`config.mk`:
```
export PLATFORM = sky130hd
export DESIGN_NAME = imem_loadable
export DESIGN_NICKNAME = d
export VERILOG_FILES = /design/src/rtl/imem_loadable.sv
export SDC_FILE = /design/constraint.sdc
export NUM_CORES = 2
export LEC_CHECK = 0
export BUFFER_PORTS_ARGS = -buffer_cell sky130_fd_sc_hd__buf_4
export CORE_UTILIZATION = 57
export DETAILED_ROUTE_END_ITERATION = 7
export GPL_ROUTABILITY_DRIVEN = 0
export PLACE_DENSITY = 0.84
export SLEW_MARGIN = 20
export SYNTH_ARGS = -nofsm -noshare
export SYNTH_HDL_FRONTEND = slang
export SYNTH_SLANG_ARGS = --single-unit
```
`constraint.sdc`:
```
create_clock -name Clk -period 2.85 [get_ports Clk]
set_input_delay 0.57 -clock Clk [delete_from_list [all_inputs] [get_ports Clk]]
set_output_delay 0.57 -clock Clk [all_outputs]
set_load 0.05 [all_outputs]
```
`src/rtl/imem_loadable.sv`:
```
`default_nettype none
// ============================================================================
// Module   : imem_loadable
// Brief    : Instruction memory with a registered fetch port and a byte-serial
//            program loader. Define IMEM_CHECKSUM_EN for trailing-XOR checking.
// Revision : 1.0  initial release
// ============================================================================
module imem_loadable #(
    parameter int            IW        = 9,
    parameter int            AW        = 8,
    parameter int            DEPTH     = 256,
    parameter logic [IW-1:0] HALT_WORD = {IW{1'b1}}
) (
    input  logic          Clk,
    input  logic          Reset,
    input  logic [AW-1:0] PC,
    input  logic          fetch_req,
    output logic [IW-1:0] Instr,
    output logic          Instr_valid,
    input  logic          load_start,
    input  logic [7:0]    load_data,
    input  logic          load_valid,
    output logic          load_ready,
    output logic          load_busy,
    output logic          load_done,
    output logic          load_err
);

    localparam int c_BPW  = (IW + 7) / 8;
    localparam int c_W8   = c_BPW * 8;
    localparam int c_BIW  = (c_BPW > 1) ? $clog2(c_BPW) : 1;
    localparam int c_IDXW = (DEPTH > 1) ? $clog2(DEPTH) : 1;
    localparam logic [c_BIW-1:0] c_BLAST = c_BIW'(c_BPW - 1);

    typedef enum logic [2:0] {
        S_IDLE  = 3'd0,
        S_COUNT = 3'd1,
        S_DATA  = 3'd2,
        S_CKSUM = 3'd3,
        S_DONE  = 3'd4
    } state_t;

`ifdef IMEM_CHECKSUM_EN
    localparam state_t c_AFTER_DATA = S_CKSUM;
`else
    localparam state_t c_AFTER_DATA = S_DONE;
`endif

    logic [IW-1:0]    r_mem [DEPTH];
    state_t           r_state;
    state_t           w_next;
    logic [AW-1:0]    r_ptr;
    logic             r_ptr_wrap;
    logic [7:0]       r_nwords;
    logic [7:0]       r_wcnt;
    logic [c_BIW-1:0] r_bidx;
    logic [c_W8-1:0]  r_asm;
    logic [c_W8-1:0]  w_asm_next;
    logic [IW-1:0]    r_instr;
    logic             r_valid;
    logic [IW-1:0]    w_rd_word;
    logic             w_busy;
    logic             w_go;
    logic             w_fetch;
    logic             w_accept;
    logic             w_last_byte;
    logic             w_last_word;
    logic             w_wr_en;

    assign w_busy      = (r_state == S_COUNT) || (r_state == S_DATA) || (r_state == S_CKSUM);
    assign w_go        = load_start && (r_state == S_IDLE);
    assign w_fetch     = fetch_req && !w_busy && !load_start;
    assign w_accept    = load_valid && w_busy;
    assign w_last_byte = (r_bidx == c_BLAST);
    assign w_last_word = (r_wcnt == (r_nwords - 8'd1));
    // Once the pointer has wrapped or passed DEPTH, remaining words are discarded.
    assign w_wr_en     = (r_state == S_DATA) && w_accept && w_last_byte
                         && (32'(r_ptr) < DEPTH) && !r_ptr_wrap;
    assign w_rd_word   = (32'(PC) < DEPTH) ? r_mem[PC[c_IDXW-1:0]] : HALT_WORD;

    always_comb begin
        w_asm_next = r_asm;
        w_asm_next[r_bidx*8 +: 8] = load_data;
    end

    always_comb begin
        w_next = r_state;
        case (r_state)
            S_IDLE:  if (load_start) w_next = S_COUNT;
            S_COUNT: if (w_accept) w_next = (load_data == 8'd0) ? c_AFTER_DATA : S_DATA;
            S_DATA:  if (w_accept && w_last_byte && w_last_word) w_next = c_AFTER_DATA;
            S_CKSUM: if (w_accept) w_next = S_DONE;
            S_DONE:  w_next = S_IDLE;
            default: w_next = S_IDLE;
        endcase
    end

    always_ff @(posedge Clk) begin
        if (Reset) begin
            r_state    <= S_IDLE;
            r_ptr      <= '0;
            r_ptr_wrap <= 1'b0;
            r_nwords   <= 8'd0;
            r_wcnt     <= 8'd0;
            r_bidx     <= '0;
            r_asm      <= '0;
            r_instr    <= HALT_WORD;
            r_valid    <= 1'b0;
        end else begin
            r_state <= w_next;
            r_valid <= w_fetch;
            if (w_go || w_busy) begin
                r_instr <= HALT_WORD;
            end else if (w_fetch) begin
                r_instr <= w_rd_word;
            end
            if (w_go) begin
                r_ptr      <= '0;
                r_ptr_wrap <= 1'b0;
                r_wcnt     <= 8'd0;
                r_bidx     <= '0;
            end else if ((r_state == S_COUNT) && w_accept) begin
                r_nwords <= load_data;
            end else if ((r_state == S_DATA) && w_accept) begin
                r_asm <= w_asm_next;
                if (w_last_byte) begin
                    r_bidx <= '0;
                    r_ptr  <= r_ptr + AW'(1);
                    r_wcnt <= r_wcnt + 8'd1;
                    if (&r_ptr) begin
                        r_ptr_wrap <= 1'b1;
                    end
                end else begin
                    r_bidx <= r_bidx + c_BIW'(1);
                end
            end
        end
    end

    // Storage is deliberately left out of reset so programs survive it.
    always_ff @(posedge Clk) begin
        if (!Reset && w_wr_en) begin
            r_mem[r_ptr[c_IDXW-1:0]] <= w_asm_next[IW-1:0];
        end
    end

`ifdef IMEM_CHECKSUM_EN
    logic [7:0] r_xor;
    logic       r_err;

    always_ff @(posedge Clk) begin
        if (Reset) begin
            r_xor <= 8'd0;
            r_err <= 1'b0;
        end else if (w_go) begin
            r_xor <= 8'd0;
            r_err <= 1'b0;
        end else if ((r_state == S_DATA) && w_accept) begin
            r_xor <= r_xor ^ load_data;
        end else if ((r_state == S_CKSUM) && w_accept) begin
            r_err <= (load_data != r_xor);
        end
    end

    assign load_err = r_err;
`else
    assign load_err = 1'b0;
`endif

    assign Instr       = r_instr;
    assign Instr_valid = r_valid;
    assign load_ready  = w_busy;
    assign load_busy   = w_busy;
    assign load_done   = (r_state == S_DONE);

endmodule
`default_nettype wire

```
[Yosys cells after proc, flatten, opt, wreduce, memory -nomap -nowiden]
Memories as Yosys holds them, arrays and structs flattened. A register that Yosys moved wholly into a read port is not among the register bits.
Cells that the tools add are included.
Storage, ports and cells
  bits in registers: 46
  RAM bits: 2304
  word-level logic and storage cells: 65
  memories kept: 1
Cells by class
  $add $sub $neg: 5
  eq/ne operators: 9
  shift operators: 2
  multiplexer cells: 10
  bitwise logic cells: 2
  reduce and logical (&&, ||, !) cells: 28
Memory list
  r_mem: words 256, bits a word 9, read ports 1, clocked after memory_dff 1, wr ports 1, RTL line 49  | logic [IW-1:0] r_mem [DEPTH];
Operators by type and width (number)
  4-bit negation with 34-bit output: 1
  8-bit by 34-bit variable shift with 16-bit output, first input constant: 1
  8-bit by 34-bit variable part select with 16-bit output: 1
  8-bit by 1-bit adder with 8-bit output, second input constant: 2
  16-bit bitwise mux: 1
  3-bit 2-to-1 mux: 5
  3-bit one-hot mux with 4 select lines: 1
  1-bit logical AND: 11
  11-bit AND reduction: 1
  8-bit == test: 1
  8-bit zero test: 1
  8-bit by 1-bit subtractor with 8-bit output, second input constant: 1
  3-bit by 2-bit == test with 1-bit output, second input constant: 2
  2-bit != test, second input constant: 3
  3-bit AND reduction: 2
  1-bit zero test: 4
  2-bit AND reduction: 2
  4-bit AND reduction: 1
  2-bit OR reduction: 2
  3-bit by 1-bit == test with 1-bit output, second input constant: 1
  3-bit == test, second input constant: 1
  3-bit zero test: 1
  1-bit logical OR: 3
  1-bit 2-to-1 mux: 3
  3 further kinds: 4

[Longest topological paths before layout]
  word-level depth: 10
  depth in mapped cells: 13

[Worst setup path after synthesis]
Ideal clock, no wire load.
  path type: reg2reg
  start: register r_bidx
  end: memory r_mem[0][0] (data pin)
  data arrival time: 2594 ps
  data required time: 2293 ps
  setup slack: -302 ps
  cell stages (with the launch flop): 3
  path buffers: 1
  path through: dfxtp_1 buf_1 mux2_2
On the way
  cells in the longest elaborated chain, start to end: 3
  elaborated cells between the ends (all ways): 4
Ends and longest elaborated chain
  start, declared: RTL line 56  | logic [c_BIW-1:0] r_bidx;
  start signal, assigned: RTL line 134  | r_bidx <= r_bidx + c_BIW'(1);
  4-bit negation with 34-bit output *: RTL line 83  | w_asm_next[r_bidx*8 +: 8] = load_data;
  8-bit by 34-bit variable part select with 16-bit output / 8-bit by 34-bit variable shift with 16-bit output (equally long branches): RTL line 83
  16-bit bitwise mux *: RTL line 83
  net w_asm_next[0]: RTL line 58  | logic [c_W8-1:0] w_asm_next;
  end, declared: RTL line 49
Mark *: on every way through the listed nets, which the timed path passes. The rest lies on a longest branch.

==> metrics <==
status finished with violations; failing checks design-rule violations, negative setup slack; NumNets Final 5,466; synthesized-area fraction occupied by adder cells 0.08109%; critical path arrival 3760 ps; IR drop worst, VDD approximately 680 uV; wire length of the first global-routing pass 378.1 mm; Internal Power 55.87 mW; number of antenna violations at the first check in global routing 13; sequential fraction of design power 53.1%; count of input and output buffers 33; part of the total power dissipated in the clock network 41.2%; share of the synthesized area in the top cell type 74.73%; multiplexer area fraction after synthesis between 10 and 15%; Placed Instances 7,374; crit path buf inv count 3; ranking of synthesized cells by area sky130_fd_sc_hd__edfxtp_1 (75%), sky130_fd_sc_hd__mux4_2 (9.1%), sky130_fd_sc_hd__mux2i_1 (4.1%); complex-gate fraction of the synthesized area 3.754%; gr ovfl total 0; most frequent CP cell sky130_fd_sc_hd__buf_4; clock tree from TritonCTS built; final WL 265.8 mm; pin count of the biggest net entering global routing 165; share of cells above drive strength 1 28.35%; synth warn 0; Yosys top cell by area sky130_fd_sc_hd__edfxtp_1; Final Core Density 67.25%; Tot GR Track Use 32.39%; Fin Clk Skew 38.97 ps; antenna-violating nets left 0; cell count after synthesis 4,639; clock-pin slew on the worst setup and hold paths 70 ps; detailed-route vias per instance 7.034; Pre-Repair DR Iteration Count 8; top-level I/O count 35; required time of the critical path 3600 ps; minimum clock period 3016 ps; number of max-capacitance violations reported 0; Synth Register Bits 2,352; Syn Nets 4,666; final setup violation count 3; number of rows created at floorplan roughly 150; simple-gate share of the synthesized area under 10%; Place WS -858.6 ps; Worst Slack Setup Final -166.3 ps; Initial Util 57.53%; via count of the first global-routing pass 54,140; buffer cell driving the clock tree root sky130_fd_sc_hd__clkbuf_16; die boundary width 405.0 um; DP Wirelength 156.5 mm; Setup crit start kind input port; total number of clock tree sinks 2,352; wire per inst between 30 and 40 um; cell family contributing the most delay on the critical path compound AO/OA/AOI/OAI gates; vias after detailed routing 54,780; Least-Margin Pin Slew 1268 ps; setup repair after global routing missed its margin no; per-instance average area after synthesis roughly 20 um^2; final standard cell area without fillers 108,200 um^2; count of flip-flops with a built-in enable after synthesis ~2,300; DR DRC count 13; share of synthesized area occupied by flip-flops and latches 75.77%; number of buffers added for setup after CTS 0; largest fanout on the critical path 16; largest family of logic cells by synthesized area multiplexers; buffers from clock root to sink, at most 3; number of H-tree levels 4; ys flop type sky130_fd_sc_hd__edfxtp_1; proportion of power drawn by combinational gates 5.7%; maximum clock frequency 331.5 MHz; final clock period utilization by the worst path 105.8%; standard cell with the maximum stage delay on the critical path sky130_fd_sc_hd__o21ai_0; placement-stage cell area between 100,000 and 150,000 um^2; non-filler cells, final around 7,800; static leakage 36.82 nW; post-synthesis cell type count 82; highest cell delay on the worst timing path roughly 540 ps; crit end category register; combined area of all synthesized cells 92,580 um^2; layout filler cell count 9,033; setup slack of the most critical reg-to-reg path 90 ps; Area growth, synth to finish 16.90%; path category of the worst min-delay check in2reg; cells traversed along the worst timing path clkbuf_8, or2_2, buf_4, buf_4, o221ai_1, a21oi_1, o21ai_0, nand4_1, o21bai_1, o31ai_1; Max Transition Viols Final 0; Core Region 160,900 um^2; vertical extent of the die 405.0 um; later-pin clock latency in the skew report just under 900 ps; number of buffers created by CTS 214; CP Class in2reg; Iter 0 DRT Violations roughly 9,700; net switching fraction of the power about 22%; hold violation total from the final report 0; power density relative to cell area 661.2 nW/um^2; max_slew headroom between 10% and 20%; XOR/XNOR share of the synthesized area 0.2554%; Total Die Area 164,000 um^2; switching power 15.69 mW; async set-reset flop share out of synthesis 0%
area by class of cell:
| type | instances | area (um^2) | share of cell area (%) |
|---|---|---|---|
| Sequential cell | 2352 | 70150 | 64.81 |
| Multi-Input combinational cell | 1995 | 20610 | 19.04 |
| Timing Repair Buffer | 862 | 7609 | 7.030 |
| Clock buffer | 251 | 5609 | 5.183 |
| Tap cell | 2160 | 2703 | 2.497 |
| Clock inverter | 146 | 1475 | 1.363 |
| Inverter | 14 | 57.56 | 0.05318 |
| Antenna cell | 8 | 20.02 | 0.01850 |
cell usage after synthesis, types with 8 or more instances:
| cell | count |
|---|---|
| sky130_fd_sc_hd__edfxtp_1 | 2304 |
| sky130_fd_sc_hd__mux2i_1 | 379 |
| sky130_fd_sc_hd__mux4_2 | 374 |
| sky130_fd_sc_hd__nor2_1 | 347 |
| sky130_fd_sc_hd__o221ai_1 | 117 |
| sky130_fd_sc_hd__nand2_1 | 107 |
| sky130_fd_sc_hd__clkbuf_1 | 106 |
| sky130_fd_sc_hd__a21oi_1 | 97 |
| sky130_fd_sc_hd__o22ai_1 | 89 |
| sky130_fd_sc_hd__o21ai_0 | 54 |
| sky130_fd_sc_hd__mux4_1 | 50 |
| sky130_fd_sc_hd__dfxtp_1 | 48 |
| sky130_fd_sc_hd__nor3_1 | 40 |
| sky130_fd_sc_hd__buf_2 | 39 |
| sky130_fd_sc_hd__nand3_1 | 38 |
| sky130_fd_sc_hd__buf_6 | 36 |
| sky130_fd_sc_hd__buf_4 | 32 |
| sky130_fd_sc_hd__a22oi_1 | 31 |
| sky130_fd_sc_hd__buf_8 | 26 |
| sky130_fd_sc_hd__mux2_2 | 23 |
| sky130_fd_sc_hd__buf_1 | 19 |
| sky130_fd_sc_hd__xnor2_1 | 17 |
| sky130_fd_sc_hd__a221oi_1 | 16 |
| sky130_fd_sc_hd__nor4_1 | 16 |
| sky130_fd_sc_hd__nand2b_1 | 15 |
| sky130_fd_sc_hd__a211oi_1 | 13 |
| sky130_fd_sc_hd__clkbuf_8 | 13 |
| sky130_fd_sc_hd__inv_1 | 13 |
| sky130_fd_sc_hd__or3_1 | 12 |
| sky130_fd_sc_hd__nor2b_1 | 11 |
| sky130_fd_sc_hd__o31ai_1 | 11 |
| sky130_fd_sc_hd__xor2_1 | 10 |
| sky130_fd_sc_hd__o211ai_1 | 9 |
| sky130_fd_sc_hd__a31oi_1 | 8 |
timing repair:
item,CTS,global route
gates resized for setup,3,7
setup endpoints to repair,31,233
endpoints found under the hold margin,8,0
pin swaps,0,0
hold buffers,8,0
power by group through the flow:
stage          clock network (mW)  registers (mW)  logic (mW)
2_1_floorplan                   0            38.8        2.12
6_report                     29.5            38.0        4.10
4_1_cts                      29.4            38.0        3.94
5_1_grt                      30.7            38.0        4.15
3_5_place_dp                    0            38.7        3.83
3_3_place_gp                    0            38.7        3.70
per-layer routing:
| layer | vias to the layer above | part of all wire [%] | global-route usage [%] |
|---|---|---|---|
| met3 | 1273 | 15 | 9.959 |
| li1 | 20770 | - | - |
| met4 | 16 | 7.1 | 18.79 |
| met1 | 27150 | 32 | 41.22 |
| met5 | - | 0.091 | 0.6542 |
| met2 | 5571 | 46 | 49.53 |
cells in the final DEF (no fill, tap or decap), types with 10 or more instances in the layout:
cell type                   Yosys  routed
sky130_fd_sc_hd__edfxtp_1    2304    2304
sky130_fd_sc_hd__buf_4         32     764
sky130_fd_sc_hd__mux2i_1      379     379
sky130_fd_sc_hd__mux4_2       374     374
sky130_fd_sc_hd__nor2_1       347     346
sky130_fd_sc_hd__clkbuf_16      0     218
sky130_fd_sc_hd__o221ai_1     117     117
sky130_fd_sc_hd__nand2_1      107     107
sky130_fd_sc_hd__a21oi_1       97      96
sky130_fd_sc_hd__o22ai_1       89      89
sky130_fd_sc_hd__buf_12         4      86
sky130_fd_sc_hd__clkinv_1       1      56
sky130_fd_sc_hd__o21ai_0       54      54
sky130_fd_sc_hd__mux4_1        50      50
sky130_fd_sc_hd__dfxtp_1       48      48
sky130_fd_sc_hd__nor3_1        40      40
sky130_fd_sc_hd__clkinv_2       0      40
sky130_fd_sc_hd__nand3_1       38      37
sky130_fd_sc_hd__a22oi_1       31      31
sky130_fd_sc_hd__clkbuf_1     106      30
sky130_fd_sc_hd__bufinv_16      0      25
sky130_fd_sc_hd__xnor2_1       17      17
sky130_fd_sc_hd__nor4_1        16      16
sky130_fd_sc_hd__mux2_2        23      14
sky130_fd_sc_hd__a221oi_1      16      14
sky130_fd_sc_hd__nand2b_1      15      13
sky130_fd_sc_hd__a211oi_1      13      13
sky130_fd_sc_hd__inv_1         13      12
sky130_fd_sc_hd__or3_1         12      11
sky130_fd_sc_hd__o31ai_1       11      11
sky130_fd_sc_hd__nor2b_1       11      10
sky130_fd_sc_hd__xor2_1        10      10
state kept, by name (all words and copies together) (netlist names):
register     flops
r_nwords         8
r_bidx           1
r_wcnt           8
Instr            9
r_asm            9
r_mem         2304
r_state          3
r_ptr            8
r_ptr_wrap       1
Instr_valid      1
per-stage QoR:
stage | power, mW | setup TNS (ps) | hold slack [ps]
3_5_place_dp | 42.57 | -21700 | 511.7
4_1_cts | 71.37 | 0 | 13.64
2_1_floorplan | 40.92 | -713780 | 430.2
3_3_place_gp | 42.43 | -5188 | 493.3
5_1_grt | 72.78 | 0 | 30.77
6_report | 71.56 | -221.6 | 46.06
logic make-up (layout without fill, tap and decap cells):
| logic type | Yosys count | after routing |
|---|---|---|
| AO/OA/AOI/OAI | 498 | 498 |
| flip-flops | 2352 | 2352 |
| adder cells (fa/ha/maj) | 6 | 6 |
| multiplexers | 826 | 826 |
| buffers and inverters | 292 | 1273 |
| XOR/XNOR | 27 | 27 |
| other | 1 | 9 |
| AND/OR/NAND/NOR | 637 | 637 |
path summary, 6_finish.rpt:
kind | endpoint | start | depth (start not counted)
setup / recovery | Instr[8]$_SDFFE_PP1P_ | PC[2] | 10
hold / removal | r_state[1]$_SDFFE_PP0P_ | load_valid | 3
setup reg to reg | Instr[5]$_SDFFE_PP1P_ | r_state[0]$_SDFFE_PP0P_ | 7
hold reg to reg | r_asm[8]$_SDFFE_PP0P_ | r_asm[8]$_SDFFE_PP0P_ | 2
tightest hold or removal path: cells and delay by family:
family | cells | cell delay (ps)
and+or+nand+nor | 1 | 100
buffers and inverters | 1 | 140
AOI/OAI and AO/OA | 1 | 60
Note: power is estimated with default switching activity, not from simulation.
